`src/rtl/dsss_despreader.sv`:
```
// DSSS despreader: carrier multiply/integrate to hard chips, m-sequence acquisition and tracking.
// Bit latency 2 cycles after the last sample of a period; never stalls, no backpressure.
module dsss_despreader #(
    parameter int SPC      = 1,
    parameter int THRESH   = 13,
    parameter int MISS_MAX = 3
) (
    input  logic        clk,
    input  logic        rst,
    input  logic        rx_valid,
    input  logic [15:0] rx_data,
    input  logic [15:0] ref_data,
    output logic        chip_valid,
    output logic        chip_out,
    output logic        locked,
    output logic        bit_valid,
    output logic        bit_out,
    output logic [3:0]  corr
);

    // Bit i of the window holds the chip aligned to c(14-i): MSB is c0, LSB is c14.
    localparam logic [14:0] PATTERN = 15'b111101011001000;
    localparam logic [3:0]  HI      = 4'(THRESH);
    localparam logic [3:0]  LO      = 4'(15 - THRESH);

    typedef enum logic {SEARCH, TRACK} state_t;

    logic signed [15:0] rx_s;
    logic signed [15:0] ref_s;
    logic signed [31:0] prod;
    logic signed [37:0] acc;
    logic signed [37:0] acc_sum;
    logic [6:0]         scnt;

    assign rx_s    = rx_data ^ 16'h8000;
    assign ref_s   = ref_data ^ 16'h8000;
    assign prod    = 32'(rx_s) * 32'(ref_s);
    assign acc_sum = acc + {{6{prod[31]}}, prod};

    // A drop to SEARCH lands one cycle after a chip boundary, when the
    // accumulator has just restarted, so no extra clear is needed here.
    always_ff @(posedge clk) begin
        if (!rst) begin
            acc        <= '0;
            scnt       <= '0;
            chip_valid <= 1'b0;
            chip_out   <= 1'b0;
        end else begin
            chip_valid <= 1'b0;
            if (rx_valid) begin
                if (scnt == 7'(SPC - 1)) begin
                    chip_valid <= 1'b1;
                    chip_out   <= acc_sum[37];
                    acc        <= '0;
                    scnt       <= '0;
                end else begin
                    acc  <= acc_sum;
                    scnt <= scnt + 7'd1;
                end
            end
        end
    end

    state_t      state;
    logic [14:0] window;
    logic [14:0] win_next;
    logic [3:0]  fill;
    logic [3:0]  lfsr;
    logic [3:0]  idx;
    logic [3:0]  mcnt;
    logic [7:0]  miss;
    logic [3:0]  m_search;
    logic [3:0]  m_track;
    logic        search_hit;
    logic        track_amb;

    assign win_next   = {window[13:0], chip_out};
    assign m_track    = mcnt + {3'b000, chip_out == lfsr[3]};
    assign search_hit = (m_search >= HI) || (m_search <= LO);
    assign track_amb  = (m_track > LO) && (m_track < HI);

    always_comb begin
        m_search = 4'd0;
        for (int i = 0; i < 15; i++) begin
            m_search = m_search + {3'b000, ~(win_next[i] ^ PATTERN[i])};
        end
    end

    always_ff @(posedge clk) begin
        if (!rst) begin
            state     <= SEARCH;
            locked    <= 1'b0;
            window    <= '0;
            fill      <= '0;
            lfsr      <= 4'b1111;
            idx       <= '0;
            mcnt      <= '0;
            miss      <= '0;
            bit_valid <= 1'b0;
            bit_out   <= 1'b0;
            corr      <= '0;
        end else begin
            bit_valid <= 1'b0;
            if (chip_valid) begin
                window <= win_next;
                if (fill != 4'd15) fill <= fill + 4'd1;
                case (state)
                    SEARCH: begin
                        if (fill >= 4'd14 && search_hit) begin
                            bit_valid <= 1'b1;
                            bit_out   <= (m_search < 4'd8);
                            corr      <= m_search;
                            lfsr      <= 4'b1111;
                            idx       <= '0;
                            mcnt      <= '0;
                            miss      <= '0;
                            state     <= TRACK;
                            locked    <= 1'b1;
                        end
                    end
                    TRACK: begin
                        lfsr <= {lfsr[2:0], lfsr[3] ^ lfsr[0]};
                        if (idx == 4'd14) begin
                            idx       <= '0;
                            mcnt      <= '0;
                            bit_valid <= 1'b1;
                            bit_out   <= (m_track < 4'd8);
                            corr      <= m_track;
                            if (!track_amb) begin
                                miss <= '0;
                            end else if (miss + 8'd1 == 8'(MISS_MAX)) begin
                                state  <= SEARCH;
                                locked <= 1'b0;
                                fill   <= '0;
                                window <= '0;
                                miss   <= '0;
                            end else begin
                                miss <= miss + 8'd1;
                            end
                        end else begin
                            idx  <= idx + 4'd1;
                            mcnt <= m_track;
                        end
                    end
                    default: state <= SEARCH;
                endcase
            end
        end
    end

endmodule
```
`config.mk`:
```
export PLATFORM = sky130hd
export DESIGN_NAME = dsss_despreader
export DESIGN_NICKNAME = d
export VERILOG_FILES = /design/src/rtl/dsss_despreader.sv
export SDC_FILE = /design/constraint.sdc
export NUM_CORES = 1
export LEC_CHECK = 0
export ABC_AREA = 1
export CORE_MARGIN = 3
export CORE_UTILIZATION = 65
export DETAILED_ROUTE_END_ITERATION = 6
export HOLD_SLACK_MARGIN = 0.06
export PLACE_DENSITY = 0.83
export RECOVER_POWER = 50
export SLEW_MARGIN = 20
export SYNTH_ARGS = -nofsm -noshare
export SYNTH_HDL_FRONTEND = slang
export SYNTH_SLANG_ARGS = --single-unit
```
`constraint.sdc`:
```
create_clock -name clk -period 14.32 [get_ports clk]
set_input_delay 2.148 -clock clk [delete_from_list [all_inputs] [get_ports clk]]
set_output_delay 2.148 -clock clk [all_outputs]
set_load 0.02 [all_outputs]
```
==> results_dict.tcl, run 1 <==
set metrics [dict create \
    cts_setup_buffers 0 \
    yosys.area.top_type "fa_1" \
    holdWs_ns 0.474 \
    avgViaCountPerCell 5.46 \
    cts-resized-gates 0 \
    ys_types 54 \
    critPathMaxStageDelay_ns 0.81 \
    synthFlopType "dfxtp_1" \
    finalSetupTns_ns 0 \
    critPathMaxFanout 16 \
    cts_tree "built" \
    gp_congestion 0.958 \
    initial_core_util 0.663 \
    syn-num-nets 2811 \
    grt_max_degree 40 \
    drive_gt1_frac 0.0352 \
    multi_input_area_um2 12900 \
    n_fill_cell 2237 \
    path_buf_inv 9 \
    critPathLaunchType "input port" \
    clk_latency_ns 0.35 \
    critPathSlowestCell "dlygate4sd3_1" \
    die_width_um 169 \
    synth-seq-area-share 0.108 \
    grt-ovfl-total 0 \
    htree_levels 3 \
    yosysTopAreaCellShare 0.316 \
    grt_pass1_wl_um 71800 \
    ant_nets 0 \
    drt_iter0_drc 1068 \
    avgSynthCellArea_um2 7.29 \
    rsz0062_at_grt "no" \
    yosys-top-cells-count "590 x nand2_1, 577 x inv_1, 273 x fa_1" \
    placed_cells 2674 \
    detailed_place_hpwl_um 35000 \
    ys_warn_count 0 \
    finalNonFillerCells 2690 \
    drt_pass1_iterations 6 \
    final_max_slew_viol_count 40 \
    synth_edf_count 0 \
    cap_viol_max_count 1 \
    grt_pass1_vias 15200 \
    grt_use_total 0.305 \
    period_share 0.700 \
    portBuffers 43 \
    vias 14700 \
    synth_seq_cells 93 \
    violations "capacitance limit, slew limit" \
    yosysMostFrequentCell "nand2_1" \
    arrival_ns 10.21 \
    die_h_um 169 \
    finalSetupViolations 0 \
    cts-root-buf "clkbuf_16" \
    area_growth_pct 4.82 \
    status "finished with violations" \
    required_ns 14.51 \
    cp-end-kind "flip-flop" \
    seqCellArea_um2 1860 \
    routed_wl_um 41600 \
    fin_skew_ns 0.0153 \
    io_pins 44 \
    critPathKind "input port to flip-flop" \
    async_flop_share 0 \
    clkTransAtPathRegs_ns 0.07 \
    critical-path-top-delay-family "adder cells" \
    final_hold_viol_count 0 \
    clock-sinks 93 \
    drc 0 \
    numCtsBuffers 9 \
    max_slew.worst_pin.slew_ns 2.14 \
    synthTopCellsByArea "fa_1 32%, nand2_1 13%, inv_1 13%" \
    antenna_found_initial 0 \
    diodes 0 \
    min_path_type "flip-flop to flip-flop" \
    fin_crit_ns 10.02 \
    core_um2 26100 \
    synthCells 2370 \
    netlist_area_um2 17300 \
    clockBufferDepth 2 \
    cts-hold-fix-buffers 0 \
    nNetsFinal 2791 \
    die-area_um2 28600 \
    max-slew-margin-rel -0.427 \
    rows 59 \
    wl_per_cell_um 15.5 \
    fmax_ghz 0.0998 \
]
-- flip-flops by register name, indices dropped and copies added, names as in the netlist --
signal / count
state: 1
bit_out: 1
bit_valid: 1
chip_valid: 1
lfsr: 4
scnt: 7
window: 14
corr: 4
mcnt: 4
fill: 4
idx: 4
locked: 1
acc: 38
miss: 8
chip_out: 1
-- routing by layer --
layer	share of wire	GRT usage	vias to the layer above
li1	-	-	7076
met1	0.42	0.396	7009
met2	0.50	0.535	503
met3	0.051	0.0348	101
met4	0.030	0.0981	0
met5	0	0	-
-- worst min-delay path, cell delays in order (launching register included) --
cell,delay (ns)
dfxtp_1,0.32
nand2_1,0.06
a21oi_1,0.05
-- final timing paths --
path,startpoint,to,slack [ns],depth (start not counted)
worst min-delay path,acc[21],acc[21],0.47,2
worst max register to register,window[0],idx[1],9.17,17
worst min register to register,acc[21],acc[21],0.47,2
worst max-delay path,ref_data[1],acc[36],4.30,33
-- final cells by class --
cell class | count | area share
timing repair buffer | 48 | 0.0252
sequential | 93 | 0.103
clock inverter | 7 | 0.00553
multi-input combinational | 1614 | 0.710
clock buffer | 9 | 0.0124
inverter | 584 | 0.121
tap | 335 | 0.0231
-- kinds of logic (layout without fill, tap and decap cells) --
family,Yosys count,after routing,share of synthesized area
simple gates,899,899,0.222
xor+xnor,43,43,0.0218
fa+ha+maj,406,406,0.413
compound gates,266,266,0.0906
flops,93,93,0.108
buf+inv,663,648,0.146
-- layout by cell type, fill, tap and decap left out, types with 3 or more instances in the layout --
| cell type | netlist | routed |
|---|---|---|
| a21o_1 | 13 | 13 |
| a21oi_1 | 128 | 131 |
| a21oi_2 | 12 | 9 |
| a31oi_1 | 11 | 11 |
| clkbuf_1 | 70 | 3 |
| clkbuf_16 | 0 | 9 |
| clkdlybuf4s50_1 | 0 | 32 |
| dfxtp_1 | 93 | 93 |
| dlygate4sd3_1 | 0 | 11 |
| fa_1 | 273 | 273 |
| ha_1 | 133 | 133 |
| inv_1 | 577 | 577 |
| inv_2 | 5 | 5 |
| nand2_1 | 590 | 593 |
| nand3_1 | 90 | 90 |
| nand3_2 | 12 | 12 |
| nand3b_1 | 8 | 8 |
| nand4_1 | 18 | 18 |
| nor2_1 | 117 | 118 |
| nor2_2 | 8 | 8 |
| nor3_1 | 14 | 14 |
| nor3_2 | 4 | 4 |
| nor4_1 | 7 | 7 |
| o211a_1 | 3 | 3 |
| o211ai_1 | 4 | 4 |
| o21ai_0 | 48 | 53 |
| o21ai_1 | 7 | 4 |
| o21ai_2 | 6 | 4 |
| o21bai_1 | 15 | 15 |
| o22ai_1 | 5 | 5 |
| or2_2 | 15 | 15 |
| xnor2_1 | 14 | 14 |
| xor2_1 | 29 | 29 |
-- metrics by stage --
step	worst slack [ns]	cell area, µm²	util
after floorplan	5.66	17300	-
after global placement	4.09	17800	0.685
after global routing	3.57	18100	0.695
after detailed placement	4.02	17800	0.685
final	4.30	18100	0.695
after CTS	4.37	18200	0.697
Power of run 1 is not shown: default switching activity piles up to over one toggle a cycle in this logic, so the estimate is an artifact.
==> run 2: changes to the inputs <==
--- a/config.mk
+++ b/config.mk
@@ -7,10 +7,10 @@
 export LEC_CHECK = 0
 export ABC_AREA = 1
 export CORE_MARGIN = 3
-export CORE_UTILIZATION = 65
+export CORE_UTILIZATION = 59
 export DETAILED_ROUTE_END_ITERATION = 6
 export HOLD_SLACK_MARGIN = 0.06
-export PLACE_DENSITY = 0.83
+export PLACE_DENSITY = 0.8
 export RECOVER_POWER = 50
 export SLEW_MARGIN = 20
 export SYNTH_ARGS = -nofsm -noshare
==> constraint.sdc (replaced) <==
create_clock -name clk -period 9.1 [get_ports clk]
set_input_delay 1.365 -clock clk [delete_from_list [all_inputs] [get_ports clk]]
set_output_delay 1.365 -clock clk [all_outputs]
set_load 0.02 [all_outputs]
==> run 2 against run 1 <==
Against the previous run:
- the flow now finishes without violations
- sequential share of layout area is 0.23 points lower
- critical path depth stayed put
- worst setup slack worse by 3.8 ns
- routed wire length is 0.83% higher
- flip-flop and latch count stayed put
- first-iteration DRC count is 0.84% lower
- clock skew is 0.0045 ns lower
- global-route usage is 2.6 points lower
- cell area is 2.3% higher
- die area is 9.8% higher
- register-to-register slack worse by 5.3 ns
- non-clock buffer count is 50 higher
==> results_dict.tcl, run 2 (same netlist as run 1, synthesis figures left out) <==
set metrics [dict create \
    max-slew-margin-rel 0.186 \
    diodes 0 \
    largest_register_ffs 38 \
    grt_use_total 0.279 \
    clk_latency_ns 0.36 \
    routed_wl_um 42000 \
    fin_skew_ns 0.0108 \
    critPathKind "input port to flip-flop" \
    htree_levels 3 \
    initial_core_util 0.600 \
    area_growth_pct 7.20 \
    path_buf_inv 8 \
    placed_cells 2770 \
    mostFrequentLayoutCell "nand2_1" \
    cts-root-buf "clkbuf_16" \
    numCtsBuffers 9 \
    avgViaCountPerCell 5.33 \
    top_register "acc" \
    gp_congestion 0.988 \
    r2r_slack_ns 3.84 \
    arrival_ns 8.91 \
    fmax_ghz 0.116 \
    drc 0 \
    antenna_found_initial 0 \
    cts-hold-fix-buffers 0 \
    required_ns 9.39 \
    portBuffers 43 \
    crit_start "rx_data[5]" \
    grt-ovfl-total 0 \
    cp_common_cell "inv_1" \
    max_slew.worst_pin.slew_ns 1.22 \
    detailed_place_hpwl_um 35300 \
    die-area_um2 31400 \
    clockBufferDepth 2 \
    die_width_um 177 \
    finalNonFillerCells 2789 \
    final_max_slew_viol_count 0 \
    grt_pass1_wl_um 72100 \
    critPathCapture "acc[26]" \
    critPathMaxFanout 10 \
    cap_viol_max_count 0 \
    critPathSlowestCell "clkdlybuf4s50_1" \
    nNetsFinal 2841 \
    critPathLaunchType "input port" \
    status "finished, final reports clean" \
    final_hold_viol_count 0 \
    cp_num_cells 33 \
    grt_pass1_vias 15600 \
    die_h_um 177 \
    largestRegisters "acc (38), window (14), miss (8)" \
    period_share 0.948 \
    ant_nets 0 \
    clock-sinks 93 \
    rsz0062_at_grt "no" \
    critical-path-top-delay-family "adder cells" \
    vias 14900 \
    cts_tree "built" \
    clkTransAtPathRegs_ns 0.07 \
    fin_crit_ns 8.63 \
    drive_gt1_frac 0.0528 \
    drt_iter0_drc 1059 \
    cp-end-kind "flip-flop" \
    critPathMaxStageDelay_ns 0.83 \
    finalSetupTns_ns 0 \
    drt_pass1_iterations 6 \
    layout_common_cells "594 x nand2_1, 578 x inv_1, 273 x fa_1, 132 x ha_1, 130 x a21oi_1" \
    reg2reg_depth 17 \
    r2r-end "idx[1]" \
    holdWs_ns 0.473 \
    core_um2 28800 \
    finalSetupViolations 0 \
    io_pins 44 \
    min_path_type "flip-flop to flip-flop" \
    grt_max_degree 47 \
    wl_per_cell_um 15.1 \
    rows 62 \
    reg2reg_from "window[0]" \
]
run 2: cell types whose count changed in the layout (fill, tap and decap cells not counted), sizes merged:
cell	before	now
buf	2	53
dlymetal6s2s	0	4
clkdlybuf4s50	32	29
clkinv	5	3
clkbuf	12	11
clkinvlp	0	1
dlygate4sd3	11	10
inv	585	586
run 2: what timing repair did:
| item | in CTS | in global routing |
|---|---|---|
| buffers inserted | 0 | 3 |
| setup endpoints to repair | 0 | 4 |
| resized for setup | 0 | 8 |
run 2: cell type report:
class	count	area, µm²
multi-input combinational	1614	12800
fill	2582	10300
inverter	584	2200
sequential	93	1860
timing repair buffer	98	846
tap	384	480
clock buffer	9	225
clock inverter	7	97.6
run 2: per-stage QoR:
step / worst slack [ns] / util / instance area [µm²]
after CTS: 0.492 / 0.646 / 18600
after floorplan: 1.22 / - / 17300
after global routing: 0.00716 / 0.644 / 18500
after detailed placement: 0.154 / 0.634 / 18300
final: 0.475 / 0.644 / 18500
after global placement: 0.250 / 0.634 / 18300
run 2: how the worst min path moves through the flow:
stage / start / cells past startpoint / end
3_3_place_gp: lfsr[1] / 2 / lfsr[2]
2_1_floorplan: lfsr[2] / 2 / lfsr[2]
6_report: acc[11] / 2 / acc[11]
5_1_grt: acc[33] / 2 / acc[33]
3_5_place_dp: acc[11] / 2 / acc[11]
4_1_cts: acc[21] / 2 / acc[21]
run 2: metal layers:
metal / part of all wire / global-route usage
met3: 0.044 / 0.0305
met4: 0.023 / 0.0792
met2: 0.51 / 0.505
met5: 0 / 0
met1: 0.42 / 0.352
run 2: worst reg2reg max path: stages (launching register included):
cell and delay, ns:
dfxtp_1 0.36, inv_1 0.07, fa_1 0.56, fa_1 0.44, fa_1 0.51, inv_1 0.05
fa_1 0.46, fa_1 0.41, fa_1 0.39, xor2_1 0.25, o211ai_1 0.13, o21ai_0 0.28
nand2_1 0.09, nand2_1 0.13, nand2_1 0.29, inv_1 0.43, o21ai_0 0.15, o211a_1 0.13
Power of run 2 is left out for the same reason.
==> patch 1: new RTL, settings of run 1 <==
Add an input register stage for `rx_valid`, `rx_data` and `ref_data`; this delays them by one clock.
--- a/src/rtl/dsss_despreader.sv
+++ b/src/rtl/dsss_despreader.sv
@@ -25,6 +25,16 @@
 
     typedef enum logic {SEARCH, TRACK} state_t;
 
+    logic rx_valid_q;
+    logic [15:0] rx_data_q;
+    logic [15:0] ref_data_q;
+
+    always_ff @(posedge clk) begin
+        rx_valid_q <= rx_valid;
+        rx_data_q  <= rx_data;
+        ref_data_q <= ref_data;
+    end
+
     logic signed [15:0] rx_s;
     logic signed [15:0] ref_s;
     logic signed [31:0] prod;
@@ -32,8 +42,8 @@
     logic signed [37:0] acc_sum;
     logic [6:0]         scnt;
 
-    assign rx_s    = rx_data ^ 16'h8000;
-    assign ref_s   = ref_data ^ 16'h8000;
+    assign rx_s    = rx_data_q ^ 16'h8000;
+    assign ref_s   = ref_data_q ^ 16'h8000;
     assign prod    = 32'(rx_s) * 32'(ref_s);
     assign acc_sum = acc + {{6{prod[31]}}, prod};
 
@@ -47,7 +57,7 @@
             chip_out   <= 1'b0;
         end else begin
             chip_valid <= 1'b0;
-            if (rx_valid) begin
+            if (rx_valid_q) begin
                 if (scnt == 7'(SPC - 1)) begin
                     chip_valid <= 1'b1;
                     chip_out   <= acc_sum[37];
Function: changed (Yosys sat finds a counterexample within 4 cycles, from zero or initial values and one cycle with rst low).
==> patch 1 against run 1 <==
Sequential cell count is 33 higher; routed wire length is 11% higher; count of clock-buffer cells in the layout is 8 higher; cell area is 6.3% higher; the run still ends with capacitance limit, slew limit left; critical path depth stayed put; setup slack better by 1.6 ns; hold slack worse by 0.024 ns; synthesized area is 4.3% higher; critical endpoint is now acc[37]; via count is 4.5% higher; global-route usage is 1.4 points higher.
Power is not shown: default switching activity piles up to over one toggle a cycle in this logic, so the estimate is an artifact.
==> patch 1: results <==
[critical_path]
cpMaxStageDelayCell = "fa_1"
r2r_slack_ns = 5.88
rr_endpoint = "acc[37]"
crit_type = "reg -> reg"
reg2reg_depth = 33
arrival_ns = 8.70
timing.rr.start = "rx_data_q[15]"
crit_fanout = 12
cp-endpoint = "acc[37]"
slowest_delay_ns = 0.74
startpoint = "rx_data_q[15]"

[hold_path]
hold_path.class = "reg -> reg"
hold_start = "corr[1]"
holdPathEnd = "corr[1]"

[cells_and_area]
largest_registers = "acc (38), ref_data_q (16), rx_data_q (16)"
fin_nets = 2859
drive_above_1_share_pct = 4.81
fillerInstances = 2137
n_antenna_cell = 0

[detailed_routing]
drt_iter0_markers = 1338
vias = 15300
wl_per_cell_um = 16.4
drtPass1Iterations = 5
drt_wl_total_um = 46000

[cts]
cts_hold_buffers = 0
cts_htree_levels = 4
cts_buffers = 17
clkLatencyLatePin_ns = 0.45
clk_pin_slew_ns = 0.08
cts_resized = 0

[placed_design]
placed_area_um2 = 18600
pre_cts_ws_ns = 6.05
dp.cells = 2771
place_congestion = 1.00
hpwl_um = 37000

[sta]
fin_skew_ns = 0.00941
period_needed_ns = 8.44
worst-slew-pin-transition_ns = 1.83
slew_viol_final = 35

[status]
violations = "capacitance limit, slew limit"
outcome = "finished with violations"

[run]
cap_violations = 1

[global_routing]
grt_pass1_wl_um = 77100
grt_pass1_vias = 16000
grt_max_degree = 35
grt_usage_pct = 31.9
antenna_found_initial = 0

[yosys]
seq_area_frac_synth_pct = 14.0
synthArstFlopShare_pct = 0
synth_area_leaders = "fa_1, dfxtp_1, inv_1"
synth_ff_type = "dfxtp_1"
synth_cell_type_count = 53
synth_common_cells = "inv_1, nand2_1, fa_1"
syn_area_per_cell_um2 = 7.42
==> patch 1: changes by cell type in the layout (fill, tap and decap cells not counted), moves of 6 or more <==
cell	run 1	this run
nor2_1	118	152
dfxtp_1	93	126
clkdlybuf4s50_1	32	1
dlygate4sd3_1	11	42
nand2_1	593	577
a21oi_1	131	142
clkbuf_16	9	17
nand2_2	2	9
a21oi_2	9	3
==> patch 1: routing by layer <==
layer,routed length [um],global-route usage (%),vias to the layer above
met5,0,0,-
met4,1760,12.4,0
met3,3560,6.45,134
met2,22200,53.8,658
met1,18500,40.6,7306
li1,-,-,7249
==> patch 1: final cells by class <==
class | instances | share of cell area [%]
clock inverter | 15 | 1.03
sequential | 126 | 13.1
timing repair buffer | 49 | 2.45
inverter | 591 | 11.5
multi-input combinational | 1633 | 67.3
clock buffer | 17 | 2.21
tap | 372 | 2.42
==> patch 1: stage by stage <==
step | hold slack [ns] | utilization (%)
2_1_floorplan | 0.429 | -
3_5_place_dp | 0.445 | 68.8
3_3_place_gp | 0.430 | 68.8
6_report | 0.450 | 71.0
4_1_cts | 0.457 | 71.1
5_1_grt | 0.481 | 71.0
==> patch 1: critical path: cells and delay by family (launching register included) <==
family | cells | cell delay (ns)
adders and majority gates | 8 | 3.93
AOI/OAI and AO/OA | 6 | 1.41
and+or+nand+nor | 11 | 1.36
buffers and inverters | 7 | 0.95
DFF | 1 | 0.40
xor gates and xnor gates | 1 | 0.20
==> patch 1: logic make-up (layout without fill, tap and decap cells) <==
kind of cell             after synthesis  after routing  share of synthesized area (%)
AO/OA/AOI/OAI                        257            257                           8.12
XOR/XNOR                              42             42                           2.08
adder cells (fa/ha/maj)              406            406                           39.6
buffers and inverters                671            672                           14.1
flip-flops                           126            126                           14.0
AND/OR/NAND/NOR                      928            928                           22.1
==> patch 2: new RTL, flow settings as in run 1 <==
Without the edit above. The parameter `THRESH` goes from 13 to 9.
--- a/src/rtl/dsss_despreader.sv
+++ b/src/rtl/dsss_despreader.sv
@@ -2,7 +2,7 @@
 // Bit latency 2 cycles after the last sample of a period; never stalls, no backpressure.
 module dsss_despreader #(
     parameter int SPC      = 1,
-    parameter int THRESH   = 13,
+    parameter int THRESH   = 9,
     parameter int MISS_MAX = 3
 ) (
     input  logic        clk,
Function: not settled (the Yosys comparison gave no result); the edit may change what the design does.
==> patch 2 against run 1 <==
The flow still finishes with violations (capacitance limit, slew limit); fmax down 4.7%; critical path depth down 2; routed wire length down 0.59%; sequential cell count unchanged; setup slack worse by 0.49 ns; cell area down 1.1%; synthesized area down 0.98%; highest routed layer unchanged.
Power is left out: the tool's default activity adds up to more than one toggle a clock period on the data nets, which glitch-free logic cannot reach.
==> patch 2: results <==
[yosys]
seq_area_frac_synth_pct = 10.9
synthArstFlopShare_pct = 0
synth_nets = 2821
synth_cell_type_count = 50
synth_common_cells = "inv_1, nand2_1, fa_1"
synth_area_leaders = "fa_1, inv_1, nand2_1"

[status]
violations = "capacitance limit, slew limit"
outcome = "finished with violations"

[global_routing]
grt_pass1_wl_um = 71800
grt_usage_pct = 30.6
grt_max_degree = 71
grt_pass1_vias = 15300

[critical_path]
timing.rr.start = "window[0]"
rr_endpoint = "miss[2]"
slowest_delay_ns = 0.72
r2r_slack_ns = 8.66
cpMaxStageDelayCell = "fa_1"
reg2reg_depth = 20
arrival_ns = 10.59

[detailed_routing]
drtPass1Iterations = 5
vias_per_cell = 5.46
drt_iter0_markers = 1083

[placed_design]
hpwl_um = 34100
place_congestion = 0.989

[hold_path]
holdPathEnd = "corr[1]"

[run]
cap_violations = 1

[sta]
slew_viol_final = 71
fin_skew_ns = 0.0128
worst-slew-pin-transition_ns = 3.30
==> patch 2: layout make-up <==
type	count	area, um2
clock buffers	9	225
clock inverters	6	71.3
fillers	2126	7620
inverters	591	2220
multi-input cells	1616	12700
flip-flops and latches	93	1860
well taps	330	413
repair buffers	47	457
==> patch 2: layer usage <==
metal	up-vias	wire length (um)	track usage, %
li1	7067	-	-
met1	7038	18000	41.3
met2	503	20200	53.1
met3	94	2170	2.86
met4	0	1040	8.61
met5	-	0	0
==> patch 2: worst max-delay path by stage <==
stage / startpoint / endpoint / slack, ns
after global placement: rx_data[15] / acc[34] / 3.84
after floorplan: rx_data[15] / acc[34] / 5.55
after CTS: rx_data[15] / acc[34] / 4.03
after detailed placement: rx_data[15] / acc[34] / 3.72
after global routing: rx_data[15] / acc[34] / 3.35
final: rx_data[15] / acc[37] / 3.81
==> patch 2: tightest hold or removal path: stages (launching register included) <==
cell and delay (ns):
dfxtp_1 0.31, nand2_1 0.06, a21oi_1 0.05
==> patch 2: cell families after synthesis <==
group / synth area share [%]
AOI/OAI and AO/OA: 8.45
xor gates and xnor gates: 2.04
adders and majority gates: 41.7
buffers and inverters: 14.9
DFF: 10.9
and+or+nand+nor: 22.0
==> patch 2: through the flow <==
step / instance area (um2) / instances / worst slack, ns / hold slack (ns) / utilization [%]
CTS: 17900 / 2692 / 4.03 / 0.474 / 70.3
detailed placement: 17700 / 2677 / 3.72 / 0.461 / 69.1
floorplan: 17100 / 2380 / 5.55 / 0.441 / -
finish: 17900 / 2692 / 3.81 / 0.469 / 70.2
global route: 17900 / 2692 / 3.35 / 0.491 / 70.2
global placement: 17700 / 2677 / 3.84 / 0.454 / 69.1
